**src/rtl/microseq_pkg.sv**
```systemverilog
`default_nettype none
// +--------------------------------------------------------------------------+
// | Module   : microseq_pkg                                                  |
// | Purpose  : Shared definitions for the microseq_gen2 sequencer:           |
// |            the instruction codes JZ..TWB and the Y-source select         |
// |            encoding used by the next-address multiplexer.                |
// | Ports    : none (package)                                                |
// | Revision : 1.0  initial release                                          |
// +--------------------------------------------------------------------------+
package microseq_pkg;

  // Am2910-compatible instruction codes
  typedef enum logic [3:0] {
    JZ   = 4'd0,
    CJS  = 4'd1,
    JMAP = 4'd2,
    CJP  = 4'd3,
    PUSH = 4'd4,
    JSRP = 4'd5,
    CJV  = 4'd6,
    JRP  = 4'd7,
    RFCT = 4'd8,
    RPCT = 4'd9,
    CRTN = 4'd10,
    CJPP = 4'd11,
    LDCT = 4'd12,
    LOOP = 4'd13,
    CONT = 4'd14,
    TWB  = 4'd15
  } instr_e;

  // Next-address source select
  typedef enum logic [2:0] {
    SRC_D    = 3'd0,
    SRC_UPC  = 3'd1,
    SRC_TOP  = 3'd2,
    SRC_RE   = 3'd3,
    SRC_ZERO = 3'd4
  } ysrc_e;

endpackage
`default_nettype wire

```
**src/rtl/microseq_stack.sv**
```systemverilog
`default_nettype none
// +--------------------------------------------------------------------------+
// | Module   : microseq_stack                                                |
// | Purpose  : LIFO subroutine stack for microseq_gen2 with push, pop and    |
// |            clear, defined full/empty handling and event pulses.          |
// | Ports    : clk, rst          clock, synchronous active-high reset        |
// |            push, pop, clear  operation strobes (mutually exclusive)      |
// |            push_data [AW]    value written on push                       |
// |            top [AW]          stack[sp-1], reads 0 when empty             |
// |            full, empty       sp==DEPTH / sp==0                           |
// |            overflow          pulse: push while full                      |
// |            underflow         pulse: pop while empty                      |
// | Revision : 1.0  initial release                                          |
// +--------------------------------------------------------------------------+
module microseq_stack #(
  parameter int AW    = 12,
  parameter int DEPTH = 5
) (
  input  logic          clk,
  input  logic          rst,
  input  logic          push,
  input  logic          pop,
  input  logic          clear,
  input  logic [AW-1:0] push_data,
  output logic [AW-1:0] top,
  output logic          full,
  output logic          empty,
  output logic          overflow,
  output logic          underflow
);

  localparam int SPW = $clog2(DEPTH + 1);
  localparam int IW  = $clog2(DEPTH);
  localparam logic [SPW-1:0] SP_ONE  = SPW'(1);
  localparam logic [SPW-1:0] SP_FULL = SPW'(DEPTH);
  localparam logic [IW-1:0]  IDX_ONE = IW'(1);
  localparam logic [IW-1:0]  IDX_MAX = IW'(DEPTH - 1);

  logic [SPW-1:0] sp;
  logic [AW-1:0]  mem [DEPTH];
  logic [IW-1:0]  wr_idx;
  logic [IW-1:0]  top_idx;

  assign full  = (sp == SP_FULL);
  assign empty = (sp == '0);

  // A push into a full stack replaces the deepest-usable (top) slot
  assign wr_idx  = full ? IDX_MAX : sp[IW-1:0];
  assign top_idx = sp[IW-1:0] - IDX_ONE;
  assign top     = empty ? '0 : mem[top_idx];

  assign overflow  = push & full;
  assign underflow = pop & empty;

  always_ff @(posedge clk) begin
    if (rst) begin
      sp <= '0;
      for (int k = 0; k < DEPTH; k++) begin
        mem[k] <= '0;
      end
    end else if (clear) begin
      sp <= '0;
    end else if (push) begin
      mem[wr_idx] <= push_data;
      if (!full) begin
        sp <= sp + SP_ONE;
      end
    end else if (pop) begin
      if (!empty) begin
        sp <= sp - SP_ONE;
      end
    end
  end

endmodule
`default_nettype wire

```
**src/rtl/microseq_gen2.sv**
```systemverilog
`default_nettype none
// +--------------------------------------------------------------------------+
// | Module   : microseq_gen2                                                 |
// | Purpose  : Parametrised Am2910-class microprogram sequencer: instruction |
// |            decode, next-address mux, uPC incrementer, loop counter RE    |
// |            and a LIFO subroutine stack (microseq_stack).                 |
// | Ports    : clk, rst               clock, sync active-high reset          |
// |            I[4], CCEN_BAR, CC_BAR instruction and condition inputs       |
// |            RLD_BAR, CI, D[AW]     counter force-load, carry-in, data     |
// |            Y[AW]                  next microaddress (combinational)      |
// |            PL_BAR, MAP_BAR, VECT_BAR  source-enable decodes              |
// |            FULL_BAR, EMPTY        stack status                           |
// |            STK_ERR[2]             {overflow, underflow} sticky flags     |
// | Option   : MICROSEQ_STK_ERR_EN enables the sticky stack-error flags;     |
// |            otherwise STK_ERR is tied to 2'b00.                           |
// | Revision : 1.0  initial release                                          |
// +--------------------------------------------------------------------------+
module microseq_gen2
  import microseq_pkg::*;
#(
  parameter int AW    = 12,
  parameter int DEPTH = 5
) (
  input  logic          clk,
  input  logic          rst,
  input  logic [3:0]    I,
  input  logic          CCEN_BAR,
  input  logic          CC_BAR,
  input  logic          RLD_BAR,
  input  logic          CI,
  input  logic [AW-1:0] D,
  output logic [AW-1:0] Y,
  output logic          PL_BAR,
  output logic          MAP_BAR,
  output logic          VECT_BAR,
  output logic          FULL_BAR,
  output logic          EMPTY,
  output logic [1:0]    STK_ERR
);

  localparam logic [AW-1:0] AW_ONE = AW'(1);

  instr_e        op;
  ysrc_e         ysrc;
  logic [AW-1:0] upc;
  logic [AW-1:0] re;
  logic [AW-1:0] top;
  logic          pass;
  logic          rz;
  logic          push;
  logic          pop;
  logic          clear;
  logic          load_re;
  logic          dec_re;
  logic          full;
  logic          empty;
  logic          overflow;
  logic          underflow;

  assign op   = instr_e'(I);
  assign pass = ~(CC_BAR & ~CCEN_BAR);
  assign rz   = (re == '0);

  // Decode: Y source, stack operation and counter action per instruction
  always_comb begin
    ysrc    = SRC_UPC;
    push    = 1'b0;
    pop     = 1'b0;
    clear   = 1'b0;
    load_re = 1'b0;
    dec_re  = 1'b0;
    case (op)
      JZ: begin
        ysrc  = SRC_ZERO;
        clear = 1'b1;
      end
      CJS: if (pass) begin
        ysrc = SRC_D;
        push = 1'b1;
      end
      JMAP: ysrc = SRC_D;
      CJP:  if (pass) ysrc = SRC_D;
      PUSH: begin
        push    = 1'b1;
        load_re = pass;
      end
      JSRP: begin
        push = 1'b1;
        if (pass) ysrc = SRC_D;
        else      ysrc = SRC_RE;
      end
      CJV: if (pass) ysrc = SRC_D;
      JRP: begin
        if (pass) ysrc = SRC_D;
        else      ysrc = SRC_RE;
      end
      RFCT: begin
        if (rz) begin
          pop = 1'b1;
        end else begin
          ysrc   = SRC_TOP;
          dec_re = 1'b1;
        end
      end
      RPCT: if (!rz) begin
        ysrc   = SRC_D;
        dec_re = 1'b1;
      end
      CRTN: if (pass) begin
        ysrc = SRC_TOP;
        pop  = 1'b1;
      end
      CJPP: if (pass) begin
        ysrc = SRC_D;
        pop  = 1'b1;
      end
      LDCT: load_re = 1'b1;
      LOOP: begin
        if (pass) pop = 1'b1;
        else      ysrc = SRC_TOP;
      end
      CONT: ysrc = SRC_UPC;
      TWB: begin
        if (pass) begin
          pop = 1'b1;
        end else if (rz) begin
          ysrc = SRC_D;
          pop  = 1'b1;
        end else begin
          ysrc   = SRC_TOP;
          dec_re = 1'b1;
        end
      end
      default: ysrc = SRC_UPC;
    endcase
  end

  always_comb begin
    case (ysrc)
      SRC_D:   Y = D;
      SRC_UPC: Y = upc;
      SRC_TOP: Y = top;
      SRC_RE:  Y = re;
      default: Y = '0;
    endcase
  end

  assign PL_BAR   = ~((op != JMAP) && (op != CJV));
  assign MAP_BAR  = (op != JMAP);
  assign VECT_BAR = (op != CJV);
  assign FULL_BAR = ~full;
  assign EMPTY    = empty;

  // uPC follows the selected address; RE load has priority over decrement.
  // dec_re is only raised when RE is non-zero, so RE never wraps.
  always_ff @(posedge clk) begin
    if (rst) begin
      upc <= '0;
      re  <= '0;
    end else begin
      upc <= Y + (CI ? AW_ONE : '0);
      if (!RLD_BAR || load_re) begin
        re <= D;
      end else if (dec_re) begin
        re <= re - AW_ONE;
      end
    end
  end

  microseq_stack #(
    .AW    (AW),
    .DEPTH (DEPTH)
  ) u_stack (
    .clk       (clk),
    .rst       (rst),
    .push      (push),
    .pop       (pop),
    .clear     (clear),
    .push_data (upc),
    .top       (top),
    .full      (full),
    .empty     (empty),
    .overflow  (overflow),
    .underflow (underflow)
  );

`ifdef MICROSEQ_STK_ERR_EN
  logic [1:0] stk_err;

  // JZ wipes the flags in the same edge that clears the stack
  always_ff @(posedge clk) begin
    if (rst || (op == JZ)) begin
      stk_err <= 2'b00;
    end else begin
      stk_err <= stk_err | {overflow, underflow};
    end
  end

  assign STK_ERR = stk_err;
`else
  logic unused_stk_events;

  assign unused_stk_events = overflow ^ underflow;
  assign STK_ERR           = 2'b00;
`endif

endmodule
`default_nettype wire

```
**config.mk**
```make
export PLATFORM = sky130hd
export DESIGN_NAME = microseq_gen2
export DESIGN_NICKNAME = d
export VERILOG_FILES = /design/src/rtl/microseq_pkg.sv /design/src/rtl/microseq_stack.sv /design/src/rtl/microseq_gen2.sv
export SDC_FILE = /design/constraint.sdc
export NUM_CORES = 1
export LEC_CHECK = 0
export ABC_CLOCK_PERIOD_IN_PS = 4200
export BUFFER_PORTS_ARGS = -buffer_cell sky130_fd_sc_hd__buf_4
export CAP_MARGIN = 20
export CORE_ASPECT_RATIO = 0.7
export CORE_UTILIZATION = 35
export CTS_BUF_LIST = sky130_fd_sc_hd__clkbuf_16
export DETAILED_ROUTE_END_ITERATION = 7
export PLACE_DENSITY = 0.65
export SLEW_MARGIN = 20
export SYNTH_ARGS = -nofsm -noshare
export SYNTH_HDL_FRONTEND = slang
export SYNTH_SLANG_ARGS = --single-unit
```
**constraint.sdc**
```tcl
create_clock -name clk -period 4.2 [get_ports clk]
set_input_delay 0 -clock clk [delete_from_list [all_inputs] [get_ports clk]]
set_output_delay 0 -clock clk [all_outputs]
set_load 0.02 [all_outputs]
```
Yosys cells after proc, flatten, opt, wreduce, memory -nomap -nowiden
Memory sizes are Yosys's and may differ from the RTL's.
Cells that the tools add are included.
Word-level totals
  memory bits (writable): 60
  memories: 1
  input bits: 22
  bits in registers: 27
  output and inout port bits: 19
  logic and storage cells: 90
Memories
  u_stack.mem: words 5, width 12, rd ports 1, clocked after Yosys merged registers in 0, write ports 5, RTL line microseq_stack.sv:40  | logic [AW-1:0] mem [DEPTH];
Cells by class
  reduce and logical (&&, ||, !) cells: 17
  add/sub/neg operators: 4
  bitwise gates (word level): 5
  mux-type cells: 38
  eq/ne operators: 22
Operator list (count)
  12-bit two-way mux: 4
  12-bit case mux with 4 select lines: 1
  4-bit == test, second input constant: 7
  3-bit case mux with 9 select lines: 1
  3-bit two-way mux: 6
  4-bit by 3-bit == test with 1-bit output, second input constant: 4
  1-bit two-way mux: 16
  12-bit by 1-bit adder with 12-bit output: 1
  12-bit logical NOT: 1
  2-bit two-way mux: 6
  12-bit OR reduction: 1
  12-bit by 1-bit subtractor with 12-bit output, second input constant: 1
  4-bit by 2-bit == test with 1-bit output, second input constant: 2
  2-bit OR reduction: 4
  3-bit by 2-bit == test with 1-bit output, second input constant: 2
  3-bit logical NOT: 2
  1-bit case mux with 2 select lines: 3
  4-bit by 1-bit == test with 1-bit output, second input constant: 1
  4-bit logical NOT: 1
  2-bit inequality test, second input constant: 2
  4-bit by 2-bit inequality test with 1-bit output, second input constant: 1
  4-bit by 3-bit inequality test with 1-bit output, second input constant: 1
  1-bit NOT: 4
  2-bit nonzero test: 2
  other kinds (12): 12

Depth between registers and ports, before layout
Gate-level depths: netlist of run 1.
  depth after elaboration: 10
  mapped depth: 19
  depth with buffers taken out: 14

By module
A second synthesis of run 1 with hierarchy kept.
Second synthesis, totals
  cell total of the unflattened synthesis: 557
  area, all modules: 6513.7 um2
By module, submodules not included
  microseq_stack: area an instance 4546.9 um2, cells an instance 316, seq. area each 2942.8 um2, times used 1
  microseq_gen2: area an instance 1966.9 um2, cells an instance 241, seq. area each 480.5 um2, times used 1

Worst setup path before layout of run 1
Ideal clock, no wire load.
  kind: flip-flop to flip-flop
  start: register u_stack.sp[0]
  end: register upc[10]
  data required time: 4072 ps
  slack: -641 ps
  buffers on the path: 7
  library setup time: 128 ps
  arrival: 4713 ps
  cell stages (with the launch flop): 20
  cells stage by stage: dfxtp_1 -> buf_2 -> buf_4 -> buf_2 -> inv_1 -> clkbuf_1 -> ha_1 -> buf_2 -> buf_1 -> buf_2 -> mux4_2 -> mux2i_1 -> o21ai_0 -> ha_1 -> ha_1 -> inv_1 -> a221oi_1 -> nand4_1 -> xnor2_1 -> nor2_1
Between the ends
  cells in the longest elaborated chain, start to end: 5
  elaborated cells between the ends (all ways): 6
Ends and longest elaborated chain
  start, declared: RTL line microseq_stack.sv:39  | logic [SPW-1:0] sp;
  start signal, assigned: RTL line microseq_stack.sv:66  | sp <= sp + SP_ONE;
  start signal, assigned: RTL line microseq_stack.sv:70  | sp <= sp - SP_ONE;
  3-bit by 1-bit subtractor with 3-bit output: RTL line microseq_stack.sv:49  | assign top_idx = sp[IW-1:0] - IDX_ONE;
  memory 5 x 12 bit
  12-bit two-way mux (*): RTL line microseq_stack.sv:50  | assign top = empty ? '0 : mem[top_idx];
  12-bit case mux with 4 select lines (*): RTL line microseq_gen2.sv:139  | case (ysrc)
  net Y[0]: RTL line microseq_gen2.sv:32  | output logic [AW-1:0] Y,
  12-bit by 1-bit adder with 12-bit output (*): RTL line microseq_gen2.sv:161  | upc <= Y + (CI ? AW_ONE : '0);
  end signal, assigned: RTL line microseq_gen2.sv:161
  end, declared: RTL line microseq_gen2.sv:45  | logic [AW-1:0] upc;
Mark *: on every way through the listed nets, which the timed path passes. The rest lies on a longest branch.
A chain may end at the register's enable or synchronous reset.

Worst setup path after layout of run 1
  start: register re[2]
  end: register upc[7]
Between the ends
  cells in the longest elaborated chain, start to end: 7
  elaborated cells between the ends (all ways): 12
Ends and longest elaborated chain
  start, declared: RTL line microseq_gen2.sv:46  | logic [AW-1:0] re;
  start signal, assigned: RTL line microseq_gen2.sv:165  | re <= re - AW_ONE;
  12-bit logical NOT: RTL line microseq_gen2.sv:62  | assign rz = (re == '0);
  2-bit two-way mux: RTL line microseq_gen2.sv:126  | end else if (rz) begin
  2-bit two-way mux: RTL line microseq_gen2.sv:124  | if (pass) begin
  3-bit case mux with 9 select lines: RTL line microseq_gen2.sv:72  | case (op)
  3-bit by 2-bit == test with 1-bit output (tied with other cells): RTL line microseq_gen2.sv:139
  12-bit case mux with 4 select lines (*): RTL line microseq_gen2.sv:139
  12-bit by 1-bit adder with 12-bit output (*): RTL line microseq_gen2.sv:161
Every way passes the cells marked *; elsewhere a longest branch is shown, timed or not.

==> qor.csv, run 1 <==
metric;value;unit
cp-end-kind;flip-flop;
ant_nets;0;
cp_num_buf_inv;1;
slowest_delay;0.55;ns
cts_max_path_buffers;2;
synth_ff_type;edfxtp_1;
cts_sinks;123;
hp-class;in2reg;
synth_top_family_by_area;simple AND/OR/NAND/NOR gates;
path_class;reg2reg;
nets;592;
grt_pass1_vias;4387;
coreArea;17320;sq um
crit_required;4.51;ns
cts_tree;built;
synth_xor_area_share;2.657;%
hold_violations;0;
maxSlewHeadroom;31.15;%
fmax;253.0;MHz
use_met2;25.72;%
synth_commonest_cells;edfxtp_1, and2_1, nor2_1, dfxtp_1, nand2_1;
leakagePower;0.002718;uW
syn_inst;511;
avgSynthCellArea;12.26;sq um
tightestPinTransition;1.033;ns
yosysMostFrequentCell;edfxtp_1;
synthSimpleGateAreaFrac;17.76;%
maxCapViolations;0;
crit_chain;nor4_4, nand4_2, o21ai_2, a21boi_1, a222oi_1, o21ai_2, ha_1, inv_1, a221oi_1, and2_1, a21oi_1, a211oi_1;
post_cts_buffers;0;
finalCritPeriodShare;94.12;%
fillers;1593;
synth_enable_flop_cells;96;
num_vias;4566;
clk_pin_slew;0.06;ns
busiest_layer;met1;
drt_first_iter_violations;652;
gr-total-overflow;0;
synth_area_leaders;edfxtp_1, dfxtp_1, mux4_2;
hpwl;11210;microns
dpl_cell_area;6787;sq um
async_reset_ff_share;0;%
die_area;18440;sq um
synthAdderAreaFrac;1.398;%
min_period;3.953;ns
critPathMostFrequentCell;o21ai_2;
die_w;161.9;microns
hold_buffers;16;
root_buffer;clkbuf_16;
design_area;7528;sq um
start_util;36.17;%
die_h;113.9;microns
whs;0.06866;ns
rsz0062_at_grt;false;
area_growth;20.20;%
yosysWarnings;0;
drt_wl_total;16430;microns
drcViolationCount;0;
grt_max_degree;41;
power;3466;uW
portBuffers;38;
finalSetupTns;0;ns
netlist.area_leader.share;46.02;%
worstPathArrival;4.27;ns
dr.pass1.iters;7;
rows;40;
gp_congestion;0.9454;
yosys-mux-area-fraction;11.61;%
critPathMaxFanout;12;
grt_use_total;18.50;%
use_met3;7.018;%
place_ws;0.5283;ns
cp_slowest_cell;o21ai_2;
timing.final.ws_setup;0.2471;ns
pin_count;41;
worst_path_dominant_cell_family;compound AO/OA/AOI/OAI gates;
clock_skew;0.01001;ns
synth_top_area_cell;edfxtp_1;
cts_made_buffers;17;
synth_cell_types;61;
grt_antenna_before_repair;0;
irDropWorstVdd;0.0003146;V
p_per_area;460.3;nW/um^2
status;finished, final reports clean;
postCtsResizedCells;0;
cp-start-kind;flip-flop;
grt_first_pass_wirelength;25320;microns
via_per_inst;5.665;
synth-compound-area-share;8.110;%
slew_violations;0;
gr-usage-met1;26.72;%
finalSetupViolations;0;
synthesis.area;6264;sq um
clock_latency;0.41;ns
cts_max_level;4;
synth-seq-cells;123;
ys_seq_area_share;54.65;%
drive_above_1_share;22.43;%
diodes;0;
wl_per_cell;20.39;microns
[per-layer routing]
layer | part of all wire [%] | up-vias
met3 | 12 | 33
met1 | 45 | 2251
met4 | 1.5 | 0
li1 | - | 2047
met2 | 42 | 235
met5 | 0 | -
[where the power goes]
group	switching, uW	internal, uW	leakage (uW)
sequential	56.8	1370	0.00117
clock	534	920	0.000281
combinational	342	248	0.00126
total	933	2530	0.00272
[final timing paths]
| check | start | end | slack [ns] | cells after the start |
|---|---|---|---|---|
| max | re[2] | upc[7] | 0.25 | 12 |
| min | I[1] | u_stack.sp[1] | 0.07 | 3 |
| max reg2reg | re[2] | upc[7] | 0.25 | 12 |
| min reg2reg | upc[6] | u_stack.mem[6][6] | 0.56 | 0 |
[kinds of logic (layout without fill, tap and decap cells)]
family / Yosys count / after routing
AO/OA/AOI/OAI: 70 / 70
XOR/XNOR: 19 / 19
adder cells (fa/ha/maj): 7 / 7
buffers and inverters: 55 / 118
flip-flops: 123 / 123
multiplexers: 41 / 41
other: 1 / 2
AND/OR/NAND/NOR: 195 / 195
[worst min-delay path: stages]
cell and delay, ns:
buf_4 0.15, nor4_1 0.10, nor3_1 0.18
[cell type report]
cell class                 count  area, sq um  share of cell area (%)
tap                          231        289.0                   3.839
sequential                   123         3425                   45.49
multi-input combinational    334         2619                   34.78
timing repair buffer          66        535.5                   7.113
clock inverter                14        156.4                   2.077
clock buffer                  17        425.4                   5.651
inverter                      21        78.83                   1.047
[flip-flops by register name (all words and copies together) (netlist names)]
register	cells
u_stack.mem	96
re	12
upc	12
u_stack.sp	3
[placed cells by master (no fill, tap or decap), drive strengths merged, types with 6 or more instances in the layout]
cell         Yosys  layout
mux2            10      10
and3            14      14
inv             21      22
nand2           27      27
xnor2           11      11
dfxtp           27      27
clkinv           0       7
dlygate4sd3      0      16
ha               7       7
nor3            23      23
edfxtp          96      96
buf             15      50
nor4            22      22
a21oi           13      13
clkbuf          19      17
nor2            28      28
and2            38      38
nand3            8       8
a211oi          13      13
nand4            6       6
a22oi            8       8
xor2             8       8
mux4            24      24
o21ai           14      14
mux2i            7       7
[stage by stage]
stage	util, %	std cells
2_1_floorplan	-	512
3_3_place_gp	39.19	759
3_5_place_dp	39.19	759
4_1_cts	43.48	806
5_1_grt	43.48	806
6_report	43.48	806
Note: power is estimated with default switching activity, not from simulation.
==> run 2: changes to the inputs <==
--- a/config.mk
+++ b/config.mk
@@ -9,10 +9,10 @@
 export BUFFER_PORTS_ARGS = -buffer_cell sky130_fd_sc_hd__buf_4
 export CAP_MARGIN = 20
 export CORE_ASPECT_RATIO = 0.7
-export CORE_UTILIZATION = 35
+export CORE_UTILIZATION = 55
 export CTS_BUF_LIST = sky130_fd_sc_hd__clkbuf_16
 export DETAILED_ROUTE_END_ITERATION = 7
-export PLACE_DENSITY = 0.65
+export PLACE_DENSITY = 0.88
 export SLEW_MARGIN = 20
 export SYNTH_ARGS = -nofsm -noshare
 export SYNTH_HDL_FRONTEND = slang
==> run 2 against run 1 <==
  * Clock power fell by 10%
  * Maximum frequency shrank 1.1%
  * Setup slack lost 0.046 ns
  * Sequential power barely moved
  * Critical endpoint is now upc[10]
  * Via count up 2.9%
  * Register-to-register slack got worse by 0.05 ns
  * Critical path type unchanged
  * Sequential share of layout area is 0.89 points higher
==> qor.csv, run 2 (synthesis gave the netlist of run 1 again) <==
metric;value;unit;change
status;finished, final reports clean;;unchanged
whs;0.07367;ns;was 0.06866 ns
diodes;0;;unchanged
maxCapViolations;0;;unchanged
tightestPinTransition;0.9220;ns;was 1.033 ns
grt_max_degree;41;;unchanged
largest_reg_flops;96;;unchanged
pin_count;41;;unchanged
cts_made_buffers;17;;unchanged
p_comb_share;18.0;%;was 17.0%
area_growth;17.90;%;was 20.20%
cts_tree;built;;unchanged
cts_sinks;123;;unchanged
nets;594;;was 592
grt_use_total;30.26;%;was 18.50%
irDropWorstVdd;0.0003143;V;was 0.0003146 V
grt_pass1_vias;4508;;was 4387
finalSetupTns;0;ns;unchanged
path_class;reg2reg;;unchanged
fmax;250.1;MHz;was 253.0 MHz
gr-total-overflow;0;;unchanged
fillers;819;;was 1593
dr.pass1.iters;8;;was 7
hpwl;11330;microns;was 11210 microns
p_per_area;449.4;nW/um^2;was 460.3 nW/um^2
p_int;2405;uW;was 2533 uW
clock_skew;0.007749;ns;was 0.01001 ns
slowest_delay;0.54;ns;was 0.55 ns
leakagePower;0.002717;uW;was 0.002718 uW
rsz0062_at_grt;false;;unchanged
swShare;27.53;%;was 26.91%
drt_wl_total;16910;microns;was 16430 microns
final_common_cell;edfxtp_1;;unchanged
die_w;129.6;microns;was 161.9 microns
cp-end-kind;flip-flop;;unchanged
mostFrequentLayoutCells;edfxtp_1, buf_4, and2_1, nor2_1, nand2_1;;unchanged
portBuffers;38;;unchanged
worstPathArrival;4.28;ns;was 4.27 ns
die_area;11830;sq um;was 18440 sq um
drive_above_1_share;21.97;%;was 22.43%
finalCritPeriodShare;95.21;%;was 94.12%
drt_first_iter_violations;766;;was 652
ant_nets;0;;unchanged
crit_chain;nor4_4, nand4_2, o21ai_2, a21boi_1, a222oi_1, o21ai_2, ha_1, ha_1, inv_1, a221oi_2, nand4_1, xnor2_1, nor2_1;;was nor4_4, nand4_2, o21ai_2, a21boi_1, a222oi_1, o21ai_2, ha_1, inv_1, a221oi_1, and2_1, a21oi_1, a211oi_1
clk_pin_slew;0.06;ns;about the same
power;3319;uW;was 3466 uW
coreArea;11050;sq um;was 17320 sq um
clock_latency;0.41;ns;about the same
pwr-share-clk;39.1;%;was 41.9%
critPathMaxFanout;12;;unchanged
p_sw;913.5;uW;was 932.6 uW
hold_violations;0;;unchanged
cts_max_path_buffers;2;;unchanged
die_h;91.29;microns;was 113.9 microns
rows;32;;was 40
cp_slowest_cell;o21ai_2;;unchanged
cp-start-kind;flip-flop;;unchanged
largest-register;u_stack.mem;;unchanged
stdcell_count;731;;was 806
cts_max_level;4;;unchanged
start_util;56.68;%;was 36.17%
placed_cells;683;;was 759
hp-class;in2reg;;unchanged
maxSlewHeadroom;38.54;%;was 31.15%
finalSetupViolations;0;;unchanged
seq_power_share;42.9;%;was 41.0%
slew_violations;0;;unchanged
wl_per_cell;23.13;microns;was 20.39 microns
top_regs;u_stack.mem x96, re x12, upc x12;;unchanged
grt_first_pass_wirelength;25430;microns;was 25320 microns
grt_antenna_before_repair;0;;unchanged
crit_required;4.49;ns;was 4.51 ns
drcViolationCount;0;;unchanged
via_per_inst;6.427;;was 5.665
num_vias;4698;;was 4566
gp_congestion;0.9541;;was 0.9454
min_period;3.999;ns;was 3.953 ns
root_buffer;clkbuf_16;;unchanged
-- run 2: through the flow --
| step | utilization [%] | instance area [sq um] | worst slack [ns] |
|---|---|---|---|
| 2_1_floorplan | - | 6279 | 0.03225 |
| 3_3_place_gp | 60.67 | 6704 | 0.6324 |
| 3_5_place_dp | 60.67 | 6704 | 0.4694 |
| 4_1_cts | 66.83 | 7385 | 0.3689 |
| 5_1_grt | 66.83 | 7385 | 0.01548 |
| 6_report | 66.83 | 7385 | 0.2013 |
-- run 2: critical path: cells and delay by family (launching register included) --
| kind | cells | cell delay (ns) |
|---|---|---|
| and+or+nand+nor | 4 | 0.98 |
| xor gates and xnor gates | 1 | 0.23 |
| DFF | 1 | 0.39 |
| adders and majority gates | 2 | 0.53 |
| buffers and inverters | 1 | 0.06 |
| AOI/OAI and AO/OA | 5 | 1.66 |
-- run 2: layout make-up --
type,count,area (sq um),area share [%]
inverter,21,78.83,1.067
timing repair buffer,68,550.5,7.455
clock buffer,17,425.4,5.761
multi-input combinational,334,2619,35.46
sequential,123,3425,46.37
clock inverter,15,95.09,1.288
tap,153,191.4,2.592
-- run 2: layer usage --
layer	wire, microns	up-vias	track usage [%]
li1	-	2061	-
met1	7079	2292	43.12
met2	7455	309	43.19
met3	2014	36	11.02
met4	359	0	9.109
met5	0	-	0
-- run 2: final timing paths --
path | cells after the start | slack [ns] | startpoint | endpoint
setup / recovery | 13 | 0.20 | re[2] | upc[10]
hold reg to reg | 0 | 0.57 | upc[2] | u_stack.mem[7][2]
hold / removal | 3 | 0.07 | I[1] | u_stack.sp[1]
setup reg to reg | 13 | 0.20 | re[2] | upc[10]
-- run 2: power groups by stage --
stage | logic (uW) | clock network (uW) | registers [uW]
floorplan | 397 | 0 | 1420
global placement | 557 | 0 | 1440
detailed placement | 567 | 0 | 1440
CTS | 587 | 1300 | 1420
global route | 632 | 1350 | 1430
finish | 596 | 1300 | 1420
-- run 2: repair_timing --
action / in CTS / in global routing
buffers inserted: 0 / 0
hold endpoints to repair: 16 / 0
resized for setup: 0 / 0
hold buffers: 16 / 0
==> run 3: changes to the inputs <==
--- a/config.mk
+++ b/config.mk
@@ -9,10 +9,10 @@
 export BUFFER_PORTS_ARGS = -buffer_cell sky130_fd_sc_hd__buf_4
 export CAP_MARGIN = 20
 export CORE_ASPECT_RATIO = 0.7
-export CORE_UTILIZATION = 55
+export CORE_UTILIZATION = 28
 export CTS_BUF_LIST = sky130_fd_sc_hd__clkbuf_16
 export DETAILED_ROUTE_END_ITERATION = 7
-export PLACE_DENSITY = 0.88
+export PLACE_DENSITY = 0.57
 export SLEW_MARGIN = 20
 export SYNTH_ARGS = -nofsm -noshare
 export SYNTH_HDL_FRONTEND = slang
==> run 3 against run 2 <==
  * Clock power rose by 7%
  * Sequential cell count did not move
  * Count of clock-buffer cells in the layout did not move
  * First-iteration DRC count fell by 46%
  * Critical endpoint is now upc[11]
  * Sequential share of layout area fell by 1.1 points
  * Critical path depth fell by 4
  * Largest cell class unchanged
  * Largest power group unchanged
  * Global-route usage fell by 15 points
  * Die area rose by 94%
==> qor.csv, run 3 (synthesis gave the netlist of run 1 again) <==
metric;value;unit;change
clock_skew;0.01554;ns;was 0.007749 ns
diodes;0;;unchanged
leakagePower;0.002707;uW;was 0.002717 uW
maxCapViolations;0;;unchanged
critPathMaxFanout;21;;was 12
min_period;3.912;ns;was 3.999 ns
pin_count;41;;unchanged
cts_max_path_buffers;2;;unchanged
grt_first_pass_wirelength;26640;microns;was 25430 microns
via_per_inst;5.321;;was 6.427
clock_latency;0.42;ns;was 0.41 ns
postCtsResizedCells;0;;unchanged
tightestPinTransition;1.110;ns;was 0.9220 ns
drive_above_1_share;21.91;%;was 21.97%
die_area;22980;sq um;was 11830 sq um
finalSetupViolations;0;;unchanged
gp_congestion;0.9271;;was 0.9541
slowest_delay;1.04;ns;was 0.54 ns
p_comb_share;17.3;%;was 18.0%
drt_first_iter_violations;410;;was 766
grt_max_degree;41;;unchanged
cts_tree;built;;unchanged
hold_buffers;16;;unchanged
power;3407;uW;was 3319 uW
final_common_cell;edfxtp_1;;unchanged
post_cts_buffers;0;;unchanged
die_w;180.8;microns;was 129.6 microns
irDropWorstVdd;0.0002158;V;was 0.0003143 V
wl_per_cell;19.97;microns;was 23.13 microns
p_sw;933.7;uW;was 913.5 uW
coreArea;21790;sq um;was 11050 sq um
rows;45;;was 32
seq_power_share;41.8;%;was 42.9%
status;finished, final reports clean;;unchanged
largest-register;u_stack.mem;;unchanged
swShare;27.41;%;was 27.53%
drt_wl_total;17110;microns;was 16910 microns
mostFrequentLayoutCells;edfxtp_1, buf_4, and2_1, nor2_1, nand2_1;;unchanged
cts_sinks;123;;unchanged
grt_use_total;15.39;%;was 30.26%
root_buffer;clkbuf_16;;unchanged
hold_violations;0;;unchanged
finalSetupTns;0;ns;unchanged
grt_antenna_before_repair;0;;unchanged
clk_pin_slew;0.06;ns;about the same
nets;591;;was 594
largest_reg_flops;96;;unchanged
cts_made_buffers;17;;unchanged
cp-end-kind;flip-flop;;unchanged
gr-total-overflow;0;;unchanged
rsz0062_at_grt;false;;unchanged
maxSlewHeadroom;26.03;%;was 38.54%
dr.pass1.iters;6;;was 8
finalCritPeriodShare;93.14;%;was 95.21%
portBuffers;38;;unchanged
path_class;reg2reg;;unchanged
fmax;255.6;MHz;was 250.1 MHz
slew_violations;0;;unchanged
cp_slowest_cell;ha_1;;was o21ai_2
die_h;127.1;microns;was 91.29 microns
p_per_area;450.5;nW/um^2;was 449.4 nW/um^2
top_regs;u_stack.mem x96, re x12, upc x12;;unchanged
crit_chain;inv_1, ha_1, mux4_2, mux2_2, a22oi_1, a222oi_1, nand3_1, o311ai_1, o41ai_1;;was nor4_4, nand4_2, o21ai_2, a21boi_1, a222oi_1, o21ai_2, ha_1, ha_1, inv_1, a221oi_2, nand4_1, xnor2_1, nor2_1
num_vias;4560;;was 4698
grt_pass1_vias;4456;;was 4508
ant_nets;0;;unchanged
pwr-share-clk;40.9;%;was 39.1%
worstPathArrival;4.18;ns;was 4.28 ns
cts_max_level;4;;unchanged
hp-class;in2reg;;unchanged
hpwl;12220;microns;was 11330 microns
cp-start-kind;flip-flop;;unchanged
drcViolationCount;0;;unchanged
area_growth;20.74;%;was 17.90%
crit_required;4.47;ns;was 4.49 ns
p_int;2473;uW;was 2405 uW
start_util;28.75;%;was 56.68%
fin_util;34.71;%;was 66.83%
## run 3: cell count changes in the layout (fill, tap and decap cells not counted), moves of 2 or more
cell      delta
clkinv_4     +2
clkinv_2     -2
buf_4        -3
inv_1        -3
## run 3: critical path: cells and delay by family, from the launching register on
kind | cells | cell delay [ns]
simple gates | 1 | 0.21
buf+inv | 1 | 0.13
flops | 1 | 0.46
compound gates | 4 | 1.38
fa+ha+maj | 1 | 1.04
mux | 2 | 0.54
## run 3: power by group through the flow
stage | combinational (uW) | clock, uW | sequential [uW]
CTS | 590 | 1410 | 1420
global route | 637 | 1460 | 1430
floorplan | 397 | 0 | 1420
global placement | 563 | 0 | 1440
finish | 591 | 1390 | 1420
detailed placement | 572 | 0 | 1450
## run 3: stage by stage
step / hold WS, ns / area (sq um) / setup slack (ns) / cells
after floorplan: 0.1439 / 6279 / 0.03225 / 512
after global placement: 0.2506 / 6843 / 0.4964 / 809
after detailed placement: 0.2542 / 6843 / 0.4005 / 809
after CTS: 0.06956 / 7562 / 0.3740 / 857
after global routing: 0.09319 / 7562 / 0.02076 / 857
final: 0.08737 / 7562 / 0.2880 / 857
## run 3: per-layer routing
metal	global-route usage [%]	wire length, microns
met2	22.23	7493
met1	22.55	7896
met3	4.304	1569
met5	0	0
met4	3.720	155
## run 3: cell type report
| type | instances | area [sq um] |
|---|---|---|
| Tap cell | 282 | 352.8 |
| Inverter | 21 | 78.83 |
| Clock inverter | 15 | 133.9 |
| Timing Repair Buffer | 65 | 528.0 |
| Sequential cell | 123 | 3425 |
| Clock buffer | 17 | 425.4 |
| Multi-Input combinational cell | 334 | 2619 |
| Fill cell | 2080 | 14230 |
## run 3: final timing paths
check             slack, ns          start  depth (start not counted)                 to
setup / recovery       0.29  u_stack.sp[1]                          9            upc[11]
hold / removal         0.09           I[1]                          3      u_stack.sp[2]
setup reg to reg       0.29  u_stack.sp[1]                          9            upc[11]
hold reg to reg        0.55         upc[6]                          0  u_stack.mem[6][6]
